$ cat config.mk
export PLATFORM = sky130hd
export DESIGN_NAME = i2c_tgt_byte_tx
export DESIGN_NICKNAME = d
export VERILOG_FILES = /design/src/rtl/i2c_pkg.sv /design/src/rtl/i2c_sync_edge.sv /design/src/rtl/i2c_tgt_byte_tx.sv
export SDC_FILE = /design/constraint.sdc
export NUM_CORES = 1
export LEC_CHECK = 0
export CAP_MARGIN = 20
export CORE_MARGIN = 8
export CORE_UTILIZATION = 35
export CTS_CLUSTER_SIZE = 40
export DETAILED_ROUTE_END_ITERATION = 6
export MAX_ROUTING_LAYER = met4
export PLACE_DENSITY_LB_ADDON = 0.25
export REMOVE_ABC_BUFFERS = 1
export SKIP_CTS_REPAIR_TIMING = 1
export SYNTH_ARGS = -nofsm -noshare
export SYNTH_HDL_FRONTEND = slang
export SYNTH_HIERARCHICAL = 1
export SYNTH_SLANG_ARGS = --single-unit
$ cat constraint.sdc
create_clock -name CLK -period 4.3 [get_ports CLK]
set_input_delay 0.645 -clock CLK [delete_from_list [all_inputs] [get_ports CLK]]
set_output_delay 0.645 -clock CLK [all_outputs]
set_load 0.02 [all_outputs]
$ cat src/rtl/i2c_pkg.sv
// i2c_pkg: shared types and default constants for the I2C target byte transmitter.
// Holds the FSM state encoding and the data-hold defaults.
package i2c_pkg;

  typedef enum logic [2:0] {
    IDLE,
    WAIT_LOW,
    HOLD,
    DATA,
    HIGH,
    ACK,
    ACK_END
  } state_t;

  localparam int HOLD_SHORT_DEF = 8;
  localparam int HOLD_LONG_DEF  = 16;
  localparam int CNT_W_DEF      = 5;

endpackage

$ cat src/rtl/i2c_sync_edge.sv
// i2c_sync_edge: 2-FF synchroniser bank, reset to 1 (idle bus level).
// Rise/fall pulses are produced for bit 0 only; other bits are level-only.
module i2c_sync_edge #(
  parameter int W = 1
) (
  input  logic         clk,
  input  logic         rst_n,
  input  logic [W-1:0] d,
  output logic [W-1:0] q,
  output logic         rise,
  output logic         fall
);

  logic [W-1:0] s1;
  logic [W-1:0] s2;
  logic         s3;

  always_ff @(posedge clk) begin
    if (!rst_n) begin
      s1 <= '1;
      s2 <= '1;
      s3 <= 1'b1;
    end else begin
      s1 <= d;
      s2 <= s1;
      s3 <= s2[0];
    end
  end

  assign q    = s2;
  assign rise = s2[0] & ~s3;
  assign fall = ~s2[0] & s3;

endmodule

$ cat src/rtl/i2c_tgt_byte_tx.sv
// i2c_tgt_byte_tx: target-side I2C byte transmitter.
// Shifts a byte MSB-first onto SDA with a programmable hold after SCL falls.
module i2c_tgt_byte_tx
  import i2c_pkg::*;
#(
  parameter int HOLD_SHORT = HOLD_SHORT_DEF,
  parameter int HOLD_LONG  = HOLD_LONG_DEF,
  parameter int CNT_W      = CNT_W_DEF
) (
  input  logic       CLK,
  input  logic       RB,
  input  logic       SCL_F,
  input  logic       SDA_F,
  input  logic       DS,
  input  logic       BYP,
  input  logic       ABORT,
  input  logic [7:0] TX_DATA,
  input  logic       TX_VLD,
  output logic       TX_RDY,
  output logic       SDA_OE,
  output logic       ACK_N,
  output logic       ACK_VLD
);

  logic [1:0] sync_q;
  logic       scl_s;
  logic       sda_s;
  logic       scl_rise;
  logic       scl_fall;

  i2c_sync_edge #(.W(2)) u_sync (
    .clk  (CLK),
    .rst_n(RB),
    .d    ({SDA_F, SCL_F}),
    .q    (sync_q),
    .rise (scl_rise),
    .fall (scl_fall)
  );

  assign scl_s = sync_q[0];
  assign sda_s = sync_q[1];

  state_t           state, state_n;
  logic [7:0]       shreg, shreg_n;
  logic [2:0]       bitcnt, bitcnt_n;
  logic [CNT_W-1:0] cnt, cnt_n;
  logic [CNT_W-1:0] hold, hold_n;
  logic [CNT_W-1:0] hold_sel;
  logic             hold_done;
  logic             ack_slot, ack_slot_n;
  logic             oe, oe_n;
  logic             ack_n, ack_n_n;
  logic             ack_vld, ack_vld_n;

  assign hold_sel  = BYP ? '0 :
                     (DS ? CNT_W'(HOLD_SHORT) : CNT_W'(HOLD_LONG));
  assign hold_done = (hold == '0) || (cnt == hold - CNT_W'(1));

  always_comb begin
    state_n    = state;
    shreg_n    = shreg;
    bitcnt_n   = bitcnt;
    cnt_n      = cnt;
    hold_n     = hold;
    ack_slot_n = ack_slot;
    oe_n       = oe;
    ack_n_n    = ack_n;
    ack_vld_n  = 1'b0;
    unique case (state)
      IDLE: begin
        oe_n = 1'b0;
        if (TX_VLD) begin
          shreg_n    = TX_DATA;
          bitcnt_n   = 3'd7;
          ack_slot_n = 1'b0;
          state_n    = WAIT_LOW;
        end
      end
      WAIT_LOW: begin
        if (!scl_s) begin
          cnt_n   = '0;
          hold_n  = hold_sel;
          state_n = HOLD;
        end
      end
      HOLD: begin
        cnt_n = cnt + CNT_W'(1);
        // An early SCL rise cuts the hold short rather than stalling the bit
        if (hold_done || scl_rise) begin
          oe_n = ack_slot ? 1'b0 : ~shreg[7];
          if (ack_slot && scl_rise) begin
            ack_n_n   = sda_s;
            ack_vld_n = 1'b1;
            state_n   = ACK_END;
          end else if (ack_slot) begin
            state_n = ACK;
          end else begin
            state_n = scl_rise ? HIGH : DATA;
          end
        end
      end
      DATA: begin
        if (scl_rise) state_n = HIGH;
      end
      HIGH: begin
        if (scl_fall) begin
          cnt_n   = '0;
          hold_n  = hold_sel;
          state_n = HOLD;
          if (bitcnt == 3'd0) begin
            ack_slot_n = 1'b1;
          end else begin
            shreg_n  = {shreg[6:0], 1'b0};
            bitcnt_n = bitcnt - 3'd1;
          end
        end
      end
      ACK: begin
        oe_n = 1'b0;
        if (scl_rise) begin
          ack_n_n   = sda_s;
          ack_vld_n = 1'b1;
          state_n   = ACK_END;
        end
      end
      ACK_END: begin
        if (scl_fall) state_n = IDLE;
      end
      default: state_n = IDLE;
    endcase
    if (ABORT) begin
      state_n   = IDLE;
      oe_n      = 1'b0;
      ack_n_n   = ack_n;
      ack_vld_n = 1'b0;
    end
  end

  always_ff @(posedge CLK) begin
    if (!RB) begin
      state    <= IDLE;
      shreg    <= '0;
      bitcnt   <= '0;
      cnt      <= '0;
      hold     <= '0;
      ack_slot <= 1'b0;
      oe       <= 1'b0;
      ack_n    <= 1'b1;
      ack_vld  <= 1'b0;
    end else begin
      state    <= state_n;
      shreg    <= shreg_n;
      bitcnt   <= bitcnt_n;
      cnt      <= cnt_n;
      hold     <= hold_n;
      ack_slot <= ack_slot_n;
      oe       <= oe_n;
      ack_n    <= ack_n_n;
      ack_vld  <= ack_vld_n;
    end
  end

  assign TX_RDY  = (state == IDLE);
  assign SDA_OE  = oe;
  assign ACK_N   = ack_n;
  assign ACK_VLD = ack_vld;

endmodule

# Word-level counts from Yosys, hierarchy flattened
# Index checks and enable logic that the tools add are counted.
word_totals:
  reg_bits: 33
op_classes:
  add_sub_neg: 3
  eq_ne: 17
  n_mux: 42
  n_bitwise: 7
  reduce_logical: 20
op_table:
  columns: ["cell", "count"]
  rows:
  - ["$mux W3", 13]
  - ["$mux W5", 6]
  - ["$mux W8", 3]
  - ["$pmux W3 S7", 1]
  - ["$ne A2 B2 Y1 const B", 10]
  - ["$pmux W8 S2", 1]
  - ["$pmux W5 S3", 1]
  - ["$mux W1", 11]
  - ["$pmux W5 S2", 1]
  - ["$eq A3 B3 Y1 const B", 3]
  - ["$pmux W1 S2", 4]
  - ["$reduce_and A4 Y1", 2]
  - ["$reduce_bool A2 Y1", 4]
  - ["$reduce_and A7 Y1", 1]
  - ["$eq A3 B2 Y1 const B", 2]
  - ["$logic_not A3 Y1", 2]
  - ["$pmux W3 S2", 1]
  - ["$reduce_and A3 Y1", 2]
  - ["$add A5 B1 Y5 const B", 1]
  - ["$eq A5 B5 Y1", 1]
  - ["$logic_not A5 Y1", 1]
  - ["$not A1 Y1", 5]
  - ["$reduce_and A5 Y1", 1]
  - ["$sub A5 B1 Y5 const B", 1]
  - ["other kinds (8)", 11]

# Logic depth before layout (Yosys ltp)
depth:
  depth_word: 7
  mapped_depth: 7
  mapped_depth_nobuf: 6

# Modules after synthesis
# The synthesis kept the hierarchy.
modules_own_cells:
  columns: ["module", "instances", "cells_per_inst", "area_per_inst_um2", "seq_area_each_um2"]
  rows:
  - ["i2c_tgt_byte_tx", 1, 177, 1512.7, 500.5]
  - ["i2c_sync_edge", 1, 12, 143.9, 100.1]

# Worst setup path after synthesis
# No wires, ideal clock.
synth_timing:
  path_type: "register -> output"
  from: "register state[1]"
  to: "output port TX_RDY"
  t_arrival_ns: 1.105
  required_ns: 3.655
  slack_ns: 2.550
  stages_incl_launch_ff: 6
  n_path_buf: 2
  path_cell_list: "dfxtp_1 buf_4 inv_1 nand2_1 buf_2 nor2_1"
synth_via:
  elab_chain_len: 1
synth_rtl:
  columns: ["item", "line_no", "text"]
  rows:
  - ["from (decl)", "i2c_tgt_byte_tx.sv:43", "state_t state, state_n;"]
  - ["from (signal assigned)", "i2c_tgt_byte_tx.sv:151", "state <= state_n;"]
  - ["$logic_not A3 Y1", "i2c_tgt_byte_tx.sv:163", "assign TX_RDY = (state == IDLE);"]
  - ["to (decl)", "i2c_tgt_byte_tx.sv:19", "output logic TX_RDY,"]
# Every way passes these cells.

# Worst setup path after layout
layout_timing:
  from: "register state[0]"
  to: "output port TX_RDY"
# The elaborated chain is that of the path after synthesis.

==> metrics list <==
- After routing the design area is around 1900 um^2.
* Starting density of the core: 0.358
* Initial antenna violation count: 0
- Measured against the total synthesized area, the mux share comes to 0.0181.
* Gr ovfl total: 0
* Slowest Stage Delay on Critical Path: 650 ps
- STA puts the critical path data required time at around 3700 ps.
* CTS H-tree depth: 2
* Number of vias per cell: approximately 5.3
- Count of endpoints failing setup in the final report: 0
- Walking the worst path, the cells encountered are inv_1 > nand2_1 > nor2_1 > clkdlybuf4s50_1.
- The worst-case IR drop observed on VDD is 193 uV.
- DRC: 0
* Library cell used as clock root buffer: sky130_fd_sc_hd__clkbuf_8
- In this run the power density over the cells is 321 nW/um^2.
* Remaining max-slew budget at the tightest pin: 0.378
- For this design the top-level I/O count stands at 20.
* Gpl congestion: 0.800
* Post-synth ARST share: 0
* Filler cell count in the final layout: 482
- Type of the worst min-delay path: flip-flop to flip-flop
* Result of the run: finished, final reports clean
- Synthesis-stage register bit count: 30
- First-pass DRT Iterations: 6
- Clock insertion delay at the later pin of the skew report: just under 300 ps
- The worst setup path is captured at a primary output.
- Synth Area in XOR/XNOR: 0.0159
- Once detailed placement completed, the half-perimeter wirelength came to 2510 um.
- For the worst setup path, the data arrival time is ~2100 ps.
- Cells on Worst Hold Path: 1
- Counting flops with a built-in enable in the synthesized netlist gives 0.
- Syn_area_per_cell: around 8.8 um^2
* Iteration-0 DRC Markers: ~150
- Kind of critical path: flip-flop to primary output
- Num rows: 25
- Worst-path clk slew: 60 ps
* Clock buffers created by TritonCTS: 5
- Once layout is complete, the cells apart from fillers number 259.
- Cell total after placement: 251
* Layout net count: between 200 and 250
- Dividing the final minimum period by the clock period gives 0.642.
* Bufs and invs on worst path: 2
- Across the run, the number of max-cap violations was 0.
* Die extent in x: between 80 and 90 um
- Power Total: 618 uW
* Critical-path top delay cell: sky130_fd_sc_hd__dfxtp_1
- Synthesis-to-layout area growth: 16.3%
- Detailed routing placed a total of approximately 180 um of wire on met3.
- The first global-routing pass estimated 6030 um of wire.
- In the final layout, flip-flops and latches occupy 601 um^2.
- Via Count: 1362
* Part of the Yosys area used for sequential elements: 0.363
- The core region is around 4600 um^2.
- At the end of the flow the core is filled with cells to 0.416.
* Share of post-route cells with drive strength above 1: 0.0780
* Count of warnings emitted by yosys: 6
- Critical Path Start Type: flip-flop
* Clock tree from TritonCTS: built
* Port Buf Inserts: 19
- Post-route minimum period: 2760 ps
- Tot GR Track Use: 0.108
- The analysis attributes to cell leakage a power of 0.688 nW.
* Via count of the first global-routing pass: 1264
* Longest Clk Path Bufs: 2
* Highest signal layer in the routed design: met4
- Number of different library cells in the post-synthesis netlist: 48
- Top_reg_cell synth: sky130_fd_sc_hd__dfxtp_1
- Upper clock frequency limit: 0.362 GHz
- Wire segments on met2 add up to 1570 um in the final route.
- The kind of cell with the highest combined delay along the critical path is buffers and inverters.
- Wirelength per Cell: 13.8 um
- Routed wire length: approximately 3600 um
* Multi-input gate area: roughly 930 um^2
- Total die area: 7190 um^2
- Main combinational cell family by area after synthesis: simple AND/OR/NAND/NOR gates
- Post-synthesis cell area: between 1500 and 2000 um^2
- Vert. Die Dim: 84.8 um
* Depth of the worst register-to-register path: 4
- The count of nets left with antenna violations once routing finished came out at 0.
* Simple-gate share of the synthesized area: 0.274
- Synthesized instance count: 189
* WL met1: 1770 um
* Number of hold-slack violations in the final timing report: 0
- The critical path runs through a total of 4 cells.
- Setup repair after global routing left no endpoint under its margin.
* Diodes inserted: 0
- For this design, the sink count on the clock tree is 30.
- The clock arrives with 4.49 ps of skew.
- Of the total synthesized cell area, the portion taken by full adders, half adders and majority gates is 0.0604.
- Slew at the pin closest to its max-slew limit: 931 ps
* Crit-path max FO: 15
- Compound-Gate Fraction of Synth Area: 0.194
* Pin count of the biggest net entering global routing: 26
- Once placement finished, the instance area stood at between 1500 and 2000 um^2.
- Setup total negative slack on the finished layout was measured at 0 ps.
* Max-slew violation total from the final report: 0
through the flow:
step / setup WS, ps / hold WS (ps)
floorplan: 2550 / 386
global placement: 1900 / 392
detailed placement: 1850 / 396
CTS: 1550 / 412
global route: 1410 / 429
finish: 1540 / 408
registers in the layout, summed over array words and instances (netlist names), 2 cells and up:
signal and flops:
u_sync/q 2, shreg 8, bitcnt 3, hold 2
u_sync/s1 2, cnt 5, state 3
cell usage in the layout (no fill, tap or decap), types with 2 or more instances in the layout:
| cell | Yosys | routed |
|---|---|---|
| sky130_fd_sc_hd__nor4_1 | 2 | 2 |
| sky130_fd_sc_hd__o21ai_0 | 10 | 10 |
| sky130_fd_sc_hd__o21ai_1 | 2 | 2 |
| sky130_fd_sc_hd__xnor2_1 | 2 | 2 |
| sky130_fd_sc_hd__o31a_1 | 2 | 2 |
| sky130_fd_sc_hd__nand3_1 | 10 | 10 |
| sky130_fd_sc_hd__nand4_1 | 10 | 10 |
| sky130_fd_sc_hd__ha_1 | 8 | 8 |
| sky130_fd_sc_hd__inv_1 | 12 | 12 |
| sky130_fd_sc_hd__a21oi_1 | 10 | 10 |
| sky130_fd_sc_hd__dfxtp_1 | 30 | 30 |
| sky130_fd_sc_hd__nor2b_1 | 4 | 4 |
| sky130_fd_sc_hd__nor2_1 | 8 | 8 |
| sky130_fd_sc_hd__a31oi_1 | 9 | 9 |
| sky130_fd_sc_hd__nand2b_1 | 8 | 8 |
| sky130_fd_sc_hd__clkbuf_8 | 0 | 6 |
| sky130_fd_sc_hd__o211a_1 | 2 | 2 |
| sky130_fd_sc_hd__nand2_1 | 18 | 18 |
| sky130_fd_sc_hd__or3_1 | 2 | 2 |
| sky130_fd_sc_hd__nand3b_1 | 2 | 2 |
| sky130_fd_sc_hd__mux2i_1 | 3 | 3 |
| sky130_fd_sc_hd__clkdlybuf4s50_1 | 0 | 19 |
cells by family after synthesis:
family	Yosys count
AOI/OAI and AO/OA	46
xor gates and xnor gates	3
muxes	3
and+or+nand+nor	76
adders and majority gates	8
DFF	30
buffers and inverters	23
path summary, 6_finish.rpt:
check,start,end,slack (ps)
worst min register to register,u_sync/s1[1]$_SDFF_PN1_,u_sync/q[1]$_SDFF_PN1_,410
worst max-delay path,state[0]$_SDFFE_PP0P_,TX_RDY,1540
worst min-delay path,u_sync/s1[1]$_SDFF_PN1_,u_sync/q[1]$_SDFF_PN1_,410
worst max register to register,state[2]$_SDFFE_PP0P_,bitcnt[2]$_SDFFE_PN0P_,2120
final cells by class:
cell class	count	area share
clock inverter	1	0.00260
clock buffer	7	0.0448
multi-input combinational	136	0.484
sequential	30	0.312
timing repair buffer	19	0.0987
tap	54	0.0351
inverter	12	0.0234
per-layer routing:
layer  vias to the layer above  GRT usage
li1                        714          -
met1                       613      0.128
met2                        28      0.160
met3                         7     0.0400
met4                         0     0.0485
met5                         -          -
synth_stat cells, types with 2 or more instances:
cell type / number / area [um^2]
sky130_fd_sc_hd__inv_1: 12 / 45.0
sky130_fd_sc_hd__clkbuf_1: 2 / 7.51
sky130_fd_sc_hd__nand3_1: 10 / 50.1
sky130_fd_sc_hd__nor4_1: 2 / 12.5
sky130_fd_sc_hd__a31oi_1: 9 / 56.3
sky130_fd_sc_hd__or3_1: 2 / 12.5
sky130_fd_sc_hd__nor2b_1: 4 / 25.0
sky130_fd_sc_hd__dfxtp_1: 30 / 601
sky130_fd_sc_hd__ha_1: 8 / 100
sky130_fd_sc_hd__o21ai_0: 10 / 50.1
sky130_fd_sc_hd__o21ai_1: 2 / 10.0
sky130_fd_sc_hd__nand4_1: 10 / 62.6
sky130_fd_sc_hd__a21oi_1: 10 / 50.1
sky130_fd_sc_hd__buf_2: 3 / 15.0
sky130_fd_sc_hd__buf_4: 3 / 22.5
sky130_fd_sc_hd__o211a_1: 2 / 20.0
sky130_fd_sc_hd__buf_6: 3 / 33.8
sky130_fd_sc_hd__nand3b_1: 2 / 15.0
sky130_fd_sc_hd__mux2i_1: 3 / 30.0
sky130_fd_sc_hd__nand2b_1: 8 / 50.1
sky130_fd_sc_hd__o31a_1: 2 / 17.5
sky130_fd_sc_hd__nand2_1: 18 / 67.6
sky130_fd_sc_hd__nor2_1: 8 / 30.0
sky130_fd_sc_hd__xnor2_1: 2 / 17.5
power by group:
part | total, mW | switching, mW | internal (mW) | leakage (nW)
sequential | 0.302 | 0.0111 | 0.290 | 0.246
clock | 0.236 | 0.107 | 0.129 | 0.0482
combinational | 0.0799 | 0.0422 | 0.0377 | 0.394
total | 0.618 | 0.161 | 0.457 | 0.688
Note: power is estimated with default switching activity, not from simulation.
